$ cat src/rtl/fp_normalize.sv
// Post-add normalize/round/pack stage for the 8-bit mini-float (3-bit exp, 4-bit fraction).
// Optional round-to-nearest-even in ROUND when ROUND_NEAREST_EN is defined; truncation otherwise.
module fp_normalize (
    input  logic       clk,
    input  logic       rst_n,
    input  logic       in_valid,
    output logic       in_ready,
    input  logic [7:0] sum_mant,
    input  logic [2:0] exp_in,
    output logic       out_valid,
    input  logic       out_ready,
    output logic [2:0] exp_out,
    output logic [3:0] fract_out,
    output logic       ovf,
    output logic       unf,
    output logic       zero
);

    typedef enum logic [1:0] {
        IDLE  = 2'd0,
        NORM  = 2'd1,
        ROUND = 2'd2,
        DONE  = 2'd3
    } state_t;

    state_t     state_q, state_d;
    logic [7:0] mant_q, mant_d;
    logic [2:0] exp_q, exp_d;
    logic       sticky_q, sticky_d;
    logic       out_valid_q, out_valid_d;
    logic [2:0] exp_out_q, exp_out_d;
    logic [3:0] fract_out_q, fract_out_d;
    logic       ovf_q, ovf_d;
    logic       unf_q, unf_d;
    logic       zero_q, zero_d;

`ifdef ROUND_NEAREST_EN
    logic round_up;
    logic round_carry;

    // Carry out of bits 6:2 happens only when all five bits are already ones.
    always_comb begin
        round_up    = mant_q[1] & (mant_q[0] | sticky_q | mant_q[2]);
        round_carry = &mant_q[6:2];
    end
`endif

    always_comb begin
        // NOTE: every signal gets its hold value first, so no path through the case leaves it unassigned and no latch is inferred.
        state_d     = state_q;
        mant_d      = mant_q;
        exp_d       = exp_q;
        sticky_d    = sticky_q;
        out_valid_d = out_valid_q;
        exp_out_d   = exp_out_q;
        fract_out_d = fract_out_q;
        ovf_d       = ovf_q;
        unf_d       = unf_q;
        zero_d      = zero_q;

        case (state_q)
            IDLE: begin
                if (in_valid) begin
                    mant_d   = sum_mant;
                    exp_d    = exp_in;
                    sticky_d = 1'b0;
                    ovf_d    = 1'b0;
                    unf_d    = 1'b0;
                    zero_d   = 1'b0;
                    state_d  = NORM;
                end
            end

            NORM: begin
                if (mant_q[7] && (exp_q == 3'd7)) begin
                    ovf_d   = 1'b1;
                    mant_d  = 8'h7F;
                    state_d = ROUND;
                end else if (mant_q[7]) begin
                    mant_d   = mant_q >> 1;
                    sticky_d = sticky_q | mant_q[0];
                    exp_d    = exp_q + 3'd1;
                    state_d  = ROUND;
                end else if (mant_q == 8'd0) begin
                    zero_d  = 1'b1;
                    exp_d   = 3'd0;
                    state_d = ROUND;
                end else if (mant_q[6]) begin
                    state_d = ROUND;
                end else if (exp_q == 3'd0) begin
                    // Out of exponent range: leave the mantissa denormal.
                    unf_d   = 1'b1;
                    state_d = ROUND;
                end else begin
                    mant_d = mant_q << 1;
                    exp_d  = exp_q - 3'd1;
                end
            end

            ROUND: begin
                exp_out_d   = exp_q;
                fract_out_d = mant_q[5:2];
`ifdef ROUND_NEAREST_EN
                if (round_up) begin
                    if (!round_carry) begin
                        fract_out_d = mant_q[5:2] + 4'd1;
                    end else if (exp_q == 3'd7) begin
                        ovf_d       = 1'b1;
                        exp_out_d   = 3'd7;
                        fract_out_d = 4'hF;
                    end else begin
                        exp_out_d   = exp_q + 3'd1;
                        fract_out_d = 4'd0;
                    end
                end
`endif
                out_valid_d = 1'b1;
                state_d     = DONE;
            end

            DONE: begin
                if (out_ready) begin
                    out_valid_d = 1'b0;
                    state_d     = IDLE;
                end
            end

            default: state_d = IDLE;
        endcase
    end

    always_ff @(posedge clk) begin
        // NOTE: non-blocking assignments so every flop samples the pre-edge value of every other flop.
        if (!rst_n) begin
            state_q     <= IDLE;
            mant_q      <= 8'd0;
            exp_q       <= 3'd0;
            sticky_q    <= 1'b0;
            out_valid_q <= 1'b0;
            exp_out_q   <= 3'd0;
            fract_out_q <= 4'd0;
            ovf_q       <= 1'b0;
            unf_q       <= 1'b0;
            zero_q      <= 1'b0;
        end else begin
            state_q     <= state_d;
            mant_q      <= mant_d;
            exp_q       <= exp_d;
            sticky_q    <= sticky_d;
            out_valid_q <= out_valid_d;
            exp_out_q   <= exp_out_d;
            fract_out_q <= fract_out_d;
            ovf_q       <= ovf_d;
            unf_q       <= unf_d;
            zero_q      <= zero_d;
        end
    end

    assign in_ready  = (state_q == IDLE);
    assign out_valid = out_valid_q;
    assign exp_out   = exp_out_q;
    assign fract_out = fract_out_q;
    assign ovf       = ovf_q;
    assign unf       = unf_q;
    assign zero      = zero_q;

endmodule

$ cat config.mk
export PLATFORM = sky130hd
export DESIGN_NAME = fp_normalize
export DESIGN_NICKNAME = d
export VERILOG_FILES = /design/src/rtl/fp_normalize.sv
export SDC_FILE = /design/constraint.sdc
export NUM_CORES = 1
export LEC_CHECK = 0
export CORE_MARGIN = 10
export CORE_UTILIZATION = 45
export CTS_CLUSTER_SIZE = 16
export DETAILED_ROUTE_END_ITERATION = 16
export PLACE_DENSITY_LB_ADDON = 0.15
export SLEW_MARGIN = 20
export SYNTH_ARGS = -nofsm -noshare
export SYNTH_HDL_FRONTEND = slang
export SYNTH_SLANG_ARGS = --single-unit
$ cat constraint.sdc
create_clock -name clk -period 2 [get_ports clk]
set_clock_uncertainty 0.2 [all_clocks]
set_input_delay 0.4 -clock clk [delete_from_list [all_inputs] [get_ports clk]]
set_output_delay 0.4 -clock clk [all_outputs]
set_load 0.02 [all_outputs]
==> Yosys cells after proc, flatten, opt, wreduce, memory -nomap -nowiden <==
Cells that the tools add are included.
{ "classes": {"add_sub_neg": 2, "eq_ne": 19, "muxes": 37, "n_reduce_logical": 15} }
{ "op_table": {"columns": ["op", "count"], "rows": [
  ["7-bit two-way mux", 5],
  ["4-bit != test (second input constant)", 5],
  ["3-bit two-way mux", 6],
  ["2-bit != test (second input constant)", 9],
  ["8-bit one-hot mux with 2 select lines", 1],
  ["5-bit AND reduction", 3],
  ["2-bit two-way mux", 7],
  ["1-bit two-way mux", 11],
  ["3-bit AND reduction", 3],
  ["8-bit zero test", 1],
  ["8-bit two-way mux", 1],
  ["1-bit one-hot mux with 2 select lines", 4],
  ["2-bit one-hot mux with 4 select lines", 1],
  ["7-bit AND reduction", 1],
  ["6-bit != test (second input constant)", 1],
  ["3-bit one-hot mux with 2 select lines", 1],
  ["2-bit equality test (second input constant)", 2],
  ["2-bit AND reduction", 2],
  ["2-bit nonzero test", 2],
  ["3-bit by 1-bit adder with 3-bit output (second input constant)", 1],
  ["3-bit equality test (second input constant)", 1],
  ["3-bit zero test", 1],
  ["3-bit by 1-bit subtractor with 3-bit output (second input constant)", 1],
  ["2-bit by 1-bit equality test with 1-bit output (second input constant)", 1],
  ["2 further kinds", 2]
]} }
{ "totals": {"reg_bits": 24} }

==> Depth between registers and ports, before layout <==
Gate-level depths: netlist of run 1.
{ "logic_depth": {"word_depth": 7, "depth_mapped": 8} }

==> Worst setup path after synthesis of run 1 <==
OpenSTA, ideal clock, no wires.
{ "synth_path": {"kind": "flip-flop to flip-flop", "from": "register state_q[0]", "to": "register unf_q (netlist: unf)", "t_arrival_ps": 1640, "required_time_ps": 1674, "path_slack_ps": 34, "stages_incl_launch_ff": 8, "n_path_buf": 1, "synth_period_minus_slack_ps": 1966, "path_cell_list": "dfxtp_1 > inv_1 > ha_1 > mux2_2 > and2_1 > buf_4 > a31oi_1 > nor2_1"} }
{ "synth_between": {"elab_chain_cells": 3} }
{ "synth_rtl": {"columns": ["element", "line_no", "source"], "rows": [
  ["start: declaration", "26", "state_t state_q, state_d;"],
  ["start signal: assignment", "146", "state_q <= state_d;"],
  ["2-bit zero test *", null, null],
  ["net in_ready", "7", "output logic in_ready,"],
  ["2-bit != test (no source line) / 2-bit nonzero test (equally long branches)", null, null],
  ["7-bit AND reduction (no source line)", null, null],
  ["end signal: assignment", "154", "unf_q <= unf_d;"],
  ["end: declaration", "34", "logic unf_q, unf_d;"]
]} }
The timed path passes the listed nets; every way through them passes the cells marked *.
A chain may end at the register's enable or synchronous reset.

==> Worst setup path after layout of run 1 <==
{ "layout_path": {"from": "register unf_q (netlist: unf)", "to": "output unf"} }
{ "layout_lines": {"columns": ["element", "line_no", "source"], "rows": [
  ["end: declaration", "15", "output logic unf,"]
]} }
No word-level cell between the ends.

==> results of run 1 <==
tightest hold or removal path, cell delays in order (launching register included):
cell and delay [ns]:
dfxtp_1 0.36, a21oi_1 0.04, nor2_1 0.07
power breakdown:
| group | internal (mW) | switching [mW] | total [mW] |
|---|---|---|---|
| combinational | 0.841 | 1.04 | 1.88 |
| clock | 0.111 | 0.154 | 0.266 |
| sequential | 0.635 | 0.168 | 0.803 |
| total | 1.59 | 1.36 | 2.95 |
kinds of logic after synthesis:
| kind of cell | Yosys count | synth area share |
|---|---|---|
| multiplexers | 16 | 0.1091 |
| adder cells (fa/ha/maj) | 9 | 0.07614 |
| AO/OA/AOI/OAI | 46 | 0.2242 |
| AND/OR/NAND/NOR | 55 | 0.1887 |
| XOR/XNOR | 1 | 0.005923 |
| buffers and inverters | 22 | 0.07106 |
| flip-flops | 24 | 0.3249 |
synth_stat cells (2+ instances only):
library cell	number
a31o_2	4
buf_2	3
inv_1	9
nand3_1	6
buf_4	3
and2b_1	3
ha_1	9
nor2_1	20
or3_1	2
o21ai_0	11
a21oi_1	6
nand2_1	16
clkbuf_1	6
o211ai_1	3
dfxtp_1	24
and3_1	2
a31oi_1	4
a41oi_2	2
mux2i_1	15
o221ai_1	2
o21ai_1	2
through the flow:
stage / cells / hold WS [ns] / setup WS (ns)
floorplan: 173 / 0.2677 / 0.03419
global placement: 249 / 0.2585 / 0.04822
detailed placement: 249 / 0.2629 / 0.01524
CTS: 253 / 0.2976 / 0.008103
global route: 253 / 0.3065 / 0.03395
finish: 253 / 0.2959 / 0.09043
worst max path at each step:
stage | start | to | slack [ns]
after floorplan | state_q[0] | unf | 0.03
after global placement | in_valid | unf | 0.05
after detailed placement | in_valid | exp_q[2] | 0.02
after CTS | state_q[1] | exp_q[2] | 0.008
after global routing | state_q[1] | in_ready | 0.03
final | unf | unf | 0.09
timing repair:
item | in CTS | in global routing
gates cloned | 0 | 0
gates resized for setup | 1 | 6
hold buffers | 0 | 0
setup endpoints to repair | 1 | 13
state kept, by name, summed over array words and instances, names as in the netlist:
name / cells
mant_q: 8
fract_out: 4
exp_out: 3
exp_q: 3
state_q: 2
out_valid: 1
ovf: 1
unf: 1
zero: 1
routing by layer:
layer | share of wire | vias up | wire (um)
li1 | - | 685 | -
met1 | 0.45 | 652 | 1752
met2 | 0.49 | 37 | 1879
met3 | 0.047 | 7 | 181
met4 | 0.013 | 0 | 52
met5 | 0 | - | 0
area by class of cell:
class / instances / area share
Inverter: 9 / 0.01758
Clock buffer: 4 / 0.01888
Multi-Input combinational cell: 127 / 0.4681
Timing Repair Buffer: 45 / 0.2155
Sequential cell: 24 / 0.2513
Tap cell: 44 / 0.02865
==> flow_summary.json, run 1 <==
{
  "status": "completed",
  "die_x_um": 77.33,
  "fp.coreArea_mm2": 0.003103,
  "fmax_mhz": 523.7,
  "reg2reg_from": "state_q[1]",
  "syn_area_mm2": 0.001479,
  "gr-usage-met1": 0.1558,
  "synth.largest_area_cell": "dfxtp_1",
  "yosysWarningCount": 0,
  "vias": 1381,
  "place_hpwl_um": 2999,
  "start_util": 0.4766,
  "portBuffers": 26,
  "cts_sinks": 24,
  "critPathBufInv": 1,
  "ys_ff_latch": 24,
  "insertion_delay_ns": 0.32,
  "layout_commonest_cell": "clkdlybuf4s50_1",
  "totalWireLength_um": 3865,
  "crit_chain": "clkdlybuf4s50_1",
  "reg2reg_slack_ns": 0.13,
  "max_stage_delay_ns": 0.61,
  "cts_buffers": 3,
  "final_util": 0.6194,
  "grt_pass1_vias": 1366,
  "ios": 27,
  "clk_pin_slew_ns": 0.13,
  "syn_nets": 197,
  "diodes": 0,
  "wire_per_inst_um": 15.28,
  "slew_headroom": 0.6527,
  "hold_viol": 0,
  "final_area_mm2": 0.001922,
  "ir_drop_v": 0.0007751,
  "hold_path_startpoint": "zero",
  "gr-total-overflow": 0,
  "final-max-slew-violation-count": 0,
  "clockBufferDepth": 2,
  "multi_input_area_um2": 899.6,
  "final_net_count": 234,
  "via_per_inst": 5.458,
  "dpl_cell_area_mm2": 0.001878,
  "r2r_cells": 7,
  "cp.depth": 1,
  "gp_congestion": 0.8252,
  "drt_drc_violations_left": 0,
  "synth_top_area_frac": 0.3249,
  "die_y_um": 77.33,
  "p_leak_nw": 0.7602,
  "antenna_found_initial": 0,
  "register_area_um2": 483.0,
  "p_total_mw": 2.948,
  "period_minus_slack_ns": 1.910,
  "rsz0062_at_grt": "no",
  "async_flop_share": 0,
  "maxCapViolations": 0,
  "seq_area_frac_synth": 0.3249,
  "start_kind": "register",
  "drt_pass1_iterations": 4,
  "syn_area_per_cell_um2": 8.549,
  "critPathKind": "reg2out",
  "tritoncts": "done",
  "holdPathStages": 2,
  "hold_class": "reg2reg",
  "layout_common_cells": "25 x clkdlybuf4s50_1, 22 x dfxtp_1, 20 x nor2_1, 18 x buf_4, 16 x nand2_1",
  "post-cts-setup-buffer-count": 0,
  "busiest_layer": "met2",
  "cp_max_fo": 2,
  "grtUsageMet2": 0.2207,
  "fp-row-count": 20,
  "grt_pass1_wl_um": 6499,
  "r2r-end": "state_q[0]",
  "gr-usage-met3": 0.02797,
  "required_ns": 1.40,
  "hold_path_end": "zero",
  "drive_gt1_frac": 0.1866,
  "drtIter0Drc": 82,
  "critPathTopFamily": "buffers and inverters",
  "grtUsageTotal": 0.1281,
  "synthFlopType": "dfxtp_1",
  "synthTopCellsByArea": "dfxtp_1 32%, mux2i_1 10%, ha_1 7.6%, nor2_1 5.1%, nand2_1 4.1%",
  "n_fill_cell": 287,
  "die-area_mm2": 0.005979,
  "htreeDepth": 1,
  "min_period_over_period": 0.9548,
  "grt_start_max_net_pins": 18,
  "area_delta_synth_final_pct": 29.95,
  "cts_root_buf": "clkbuf_4",
  "synth_cell_types": 42,
  "critPathArrivalTime_ns": 1.31,
  "synth_edf_count": 0,
  "slowest_stage": "clkdlybuf4s50_1",
  "cp-end-kind": "output pin",
  "worst_pin_slew_ns": 0.5210,
  "ant_nets": 0,
  "tns_ns": 0,
  "p_per_area_mw_per_mm2": 1534,
  "synthCells": 173,
  "finalSetupViolCount": 0
}
Note: power is estimated with default switching activity, not from simulation.
==> inputs of run 2 (changes only) <==
CORE_MARGIN = not set   (was 10)
CORE_UTILIZATION = 52   (was 45)
MAX_ROUTING_LAYER = met4   (was not set)
==> flow_summary.json, run 2 (same netlist as run 1, synthesis figures left out) <==
{
  "status": "completed",
  "seqPwrFrac": 0.284,
  "layout_common_cells": "25 x clkdlybuf4s50_1, 23 x dfxtp_1, 20 x nor2_1, 16 x nand2_1",
  "drt_drc_violations_left": 0,
  "die-area_mm2": 0.003061,
  "die_y_um": 55.33,
  "internal_power_mw": 1.542,
  "drtIter0Drc": 45,
  "drive_gt1_frac": 0.1805,
  "gp_congestion": 0.8679,
  "postCtsResizedCells": 3,
  "dpl.cell_count": 231,
  "place_ws_ns": -0.03273,
  "cp-end-kind": "output pin",
  "clockBufferDepth": 2,
  "cts_sinks": 24,
  "p_comb_frac": 0.624,
  "cts_root_buf": "clkbuf_4",
  "fp-row-count": 18,
  "ctsHoldBuffers": 0,
  "fmax_mhz": 524.0,
  "hold_class": "reg2reg",
  "p_sw_mw": 1.343,
  "insertion_delay_ns": 0.33,
  "start_util": 0.5710,
  "critPathKind": "reg2out",
  "wire_per_inst_um": 15.43,
  "clk_pin_slew_ns": 0.14,
  "portBuffers": 26,
  "fp.coreArea_mm2": 0.002590,
  "cp_max_fo": 6,
  "start_kind": "register",
  "p_total_mw": 2.885,
  "ant_nets": 0,
  "required_ns": 1.40,
  "pwr-share-clk": 0.092,
  "cts_buffers": 3,
  "final-max-slew-violation-count": 0,
  "slowest_stage": "dfxtp_1",
  "rsz0062_at_grt": "no",
  "p_leak_nw": 0.7278,
  "vias": 1354,
  "critPathTopFamily": "buffers and inverters",
  "area_delta_synth_final_pct": 26.40,
  "worst_pin_slew_ns": 0.5126,
  "slew_headroom": 0.6583,
  "final_net_count": 230,
  "reg2reg_slack_ns": 0.15,
  "drt_pass1_iterations": 4,
  "critPathBufInv": 2,
  "grtUsageTotal": 0.2567,
  "gr-total-overflow": 0,
  "place_hpwl_um": 2723,
  "ios": 27,
  "largest_reg_flops": 8,
  "period_minus_slack_ns": 1.908,
  "tritoncts": "done",
  "hold_viol": 0,
  "gr-usage-met1": 0.3057,
  "swShare": 0.4655,
  "htreeDepth": 1,
  "n_fill_cell": 222,
  "top_register": "mant_q",
  "grtUsageMet2": 0.4406,
  "post-cts-setup-buffer-count": 0,
  "gr-usage-met3": 0.05621,
  "p_per_area_mw_per_mm2": 1543,
  "via_per_inst": 5.762,
  "grt_pass1_wl_um": 6203,
  "grt_pass1_vias": 1374,
  "final-instance-count-excl-fill": 235,
  "busiest_layer": "met2",
  "diodes": 0,
  "ir_drop_v": 0.001318,
  "worst_slack_ns": 0.09155,
  "tns_ns": 0,
  "grt_start_max_net_pins": 15,
  "totalWireLength_um": 3625,
  "crit_chain": "inv_1 -> ha_2 -> clkdlybuf4s15_2",
  "critPathArrivalTime_ns": 1.31,
  "holdWs_ns": 0.2898,
  "finalSetupViolCount": 0,
  "die_x_um": 55.33,
  "min_period_over_period": 0.9542,
  "maxCapViolations": 0,
  "antenna_found_initial": 0,
  "layout_commonest_cell": "clkdlybuf4s50_1",
  "max_stage_delay_ns": 0.34
}
==> run 2: layer usage <==
metal / wire length (um) / vias up
li1: - / 681
met1: 1543 / 625
met2: 1838 / 42
met3: 193 / 6
met4: 50 / 0
met5: 0 / -
==> run 2: power by group through the flow <==
stage / Clock (mW) / Combinational, mW / Sequential [mW]
floorplan: 0 / 1.30 / 0.812
global placement: 0 / 1.71 / 0.812
detailed placement: 0 / 1.74 / 0.825
CTS: 0.269 / 1.76 / 0.814
global route: 0.293 / 1.96 / 0.842
finish: 0.265 / 1.80 / 0.819
==> run 2: worst register-to-register path: cells and delay by family (launching register included) <==
kind | cells | cell delay (ns)
and+or+nand+nor | 2 | 0.29
buffers and inverters | 1 | 0.11
AOI/OAI and AO/OA | 1 | 0.19
DFF | 1 | 0.34
adders and majority gates | 1 | 0.25
muxes | 1 | 0.37
==> run 2: per-stage QoR <==
step           cell area, um^2    util
2_1_floorplan             1479       -
3_3_place_gp              1818  0.7019
3_5_place_dp              1818  0.7019
4_1_cts                   1856  0.7164
5_1_grt                   1869  0.7217
6_report                  1869  0.7217
==> run 2: path summary, 6_finish.rpt <==
path                                  from        to  depth (start not counted)
worst min register to register        zero      zero                          2
worst max-delay path            state_q[1]  in_ready                          3
worst max register to register  state_q[1]       unf                          6
worst min-delay path                  zero      zero                          2
==> run 2: area by class of cell <==
cell class	instances	area, um^2	area share
Inverter	9	33.78	0.01807
Multi-Input combinational cell	127	905.9	0.4846
Tap cell	30	37.54	0.02008
Timing Repair Buffer	41	374.1	0.2001
Sequential cell	24	481.7	0.2577
Clock buffer	4	36.28	0.01941
==> inputs of run 3 (changes only) <==
CORE_MARGIN = 8   (was not set)
==> flow_summary.json, run 3 (same netlist as run 1, synthesis figures left out) <==
{
  "status": "completed",
  "drt_pass1_iterations": 6,
  "worst_pin_slew_ns": 0.4840,
  "min_period_over_period": 0.9583,
  "hold_class": "reg2reg",
  "htreeDepth": 1,
  "ant_nets": 0,
  "postCtsResizedCells": 3,
  "reg2reg_from": "exp_q[0]",
  "portBuffers": 26,
  "largest_reg_flops": 8,
  "clockBufferDepth": 2,
  "final-max-slew-violation-count": 0,
  "gr-total-overflow": 0,
  "insertion_delay_ns": 0.32,
  "critPathKind": "reg2reg",
  "antenna_found_initial": 0,
  "slew_headroom": 0.6773,
  "holdPathStages": 2,
  "die_x_um": 69.33,
  "fp.coreArea_mm2": 0.002734,
  "grt_pass1_wl_um": 6520,
  "r2r_cells": 6,
  "diodes": 0,
  "fmax_mhz": 521.8,
  "cts_buffers": 3,
  "hold_path_end": "zero",
  "die-area_mm2": 0.004807,
  "p_leak_nw": 0.7319,
  "worst_slack_ns": 0.08339,
  "gp_congestion": 0.8407,
  "tritoncts": "done",
  "p_total_mw": 3.008,
  "start_util": 0.5410,
  "drive_gt1_frac": 0.1576,
  "wire_per_inst_um": 16.15,
  "vias": 1371,
  "n_fill_cell": 243,
  "r2r-end": "exp_q[0]",
  "layout_commonest_cell": "clkdlybuf4s50_1",
  "period_minus_slack_ns": 1.917,
  "ios": 27,
  "area_delta_synth_final_pct": 26.90,
  "maxCapViolations": 0,
  "top_register": "mant_q",
  "place_ws_ns": -0.04397,
  "drtIter0Drc": 79,
  "grt_pass1_vias": 1431,
  "totalWireLength_um": 3780,
  "die_y_um": 69.33,
  "place_hpwl_um": 2818,
  "final_area_mm2": 0.001877,
  "critPathArrivalTime_ns": 1.97,
  "clk_pin_slew_ns": 0.13,
  "final_util": 0.6865,
  "final_net_count": 228,
  "p_per_area_mw_per_mm2": 1602,
  "reg2reg_slack_ns": 0.08,
  "drt_drc_violations_left": 0,
  "layout_common_cells": "25 x clkdlybuf4s50_1, 23 x dfxtp_1, 20 x nor2_1, 16 x nand2_1, 15 x mux2i_1",
  "grt_start_max_net_pins": 18,
  "start_kind": "register",
  "hold_viol": 0,
  "cp_max_fo": 4,
  "dpl_cell_area_mm2": 0.001817,
  "ir_drop_v": 0.0009738,
  "via_per_inst": 5.859,
  "cts_sinks": 24,
  "fp-row-count": 19,
  "cts_root_buf": "clkbuf_4",
  "grtUsageTotal": 0.1610,
  "hold_path_startpoint": "zero",
  "ctsHoldBuffers": 0,
  "required_ns": 2.05,
  "cp-end-kind": "register",
  "finalSetupViolCount": 0,
  "post-cts-setup-buffer-count": 0
}
run 3: cell count changes in the layout (fill, tap and decap cells not counted):
cell,change
buf_4,-3
ha_1,+2
ha_2,-2
and2_1,+1
and2_2,-1
buf_12,+1
bufinv_16,+1
clkbuf_8,-1
nand2b_1,-1
nand2b_2,+1
o21ai_1,+1
o21ai_2,-1
run 3: critical path, stage by stage, from the launching register on:
cell	delay, ns
dfxtp_2	0.39
inv_1	0.09
ha_1	0.26
and2b_1	0.22
o21a_2	0.22
a311o_1	0.34
a31oi_1	0.14
run 3: how the worst max path moves through the flow:
stage,from,to,slack [ns],cells past startpoint
finish,exp_q[0],exp_q[0],0.08,6
global route,exp_q[0],exp_q[2],-0.01,7
CTS,state_q[1],in_ready,0.01,3
detailed placement,in_valid,exp_q[2],-0.04,5
global placement,in_valid,exp_q[1],0.03,5
floorplan,state_q[0],unf,0.03,7
run 3: final cells by class:
type | count | area (um^2) | area share
Timing Repair Buffer | 39 | 371.6 | 0.1980
Sequential cell | 24 | 481.7 | 0.2567
Tap cell | 31 | 38.79 | 0.02067
Multi-Input combinational cell | 127 | 898.4 | 0.4787
Clock inverter | 1 | 30.03 | 0.01600
Inverter | 9 | 33.78 | 0.01800
Clock buffer | 3 | 22.52 | 0.01200
run 3: per-stage QoR:
| step | setup TNS, ns | hold slack [ns] | cells |
|---|---|---|---|
| final | 0 | 0.3094 | 234 |
| after floorplan | 0 | 0.2677 | 173 |
| after detailed placement | -0.07274 | 0.2691 | 230 |
| after global routing | -0.01118 | 0.3360 | 234 |
| after global placement | 0 | 0.2640 | 230 |
| after CTS | 0 | 0.3143 | 234 |
run 3: power by group:
group          leakage [nW]  internal [mW]  switching, mW  total, mW
Combinational         0.508          0.808           1.02       1.83
Sequential            0.196          0.634          0.192      0.826
Clock                0.0279          0.203          0.152      0.355
Total                 0.732           1.64           1.36       3.01
run 3: routing by layer:
metal / global-route usage / vias up / routed length (um)
li1: - / 675 / -
met1: 0.1719 / 648 / 1615
met2: 0.2859 / 41 / 1940
met3: 0.02289 / 7 / 151
met4: 0.07289 / 0 / 72
met5: - / - / 0
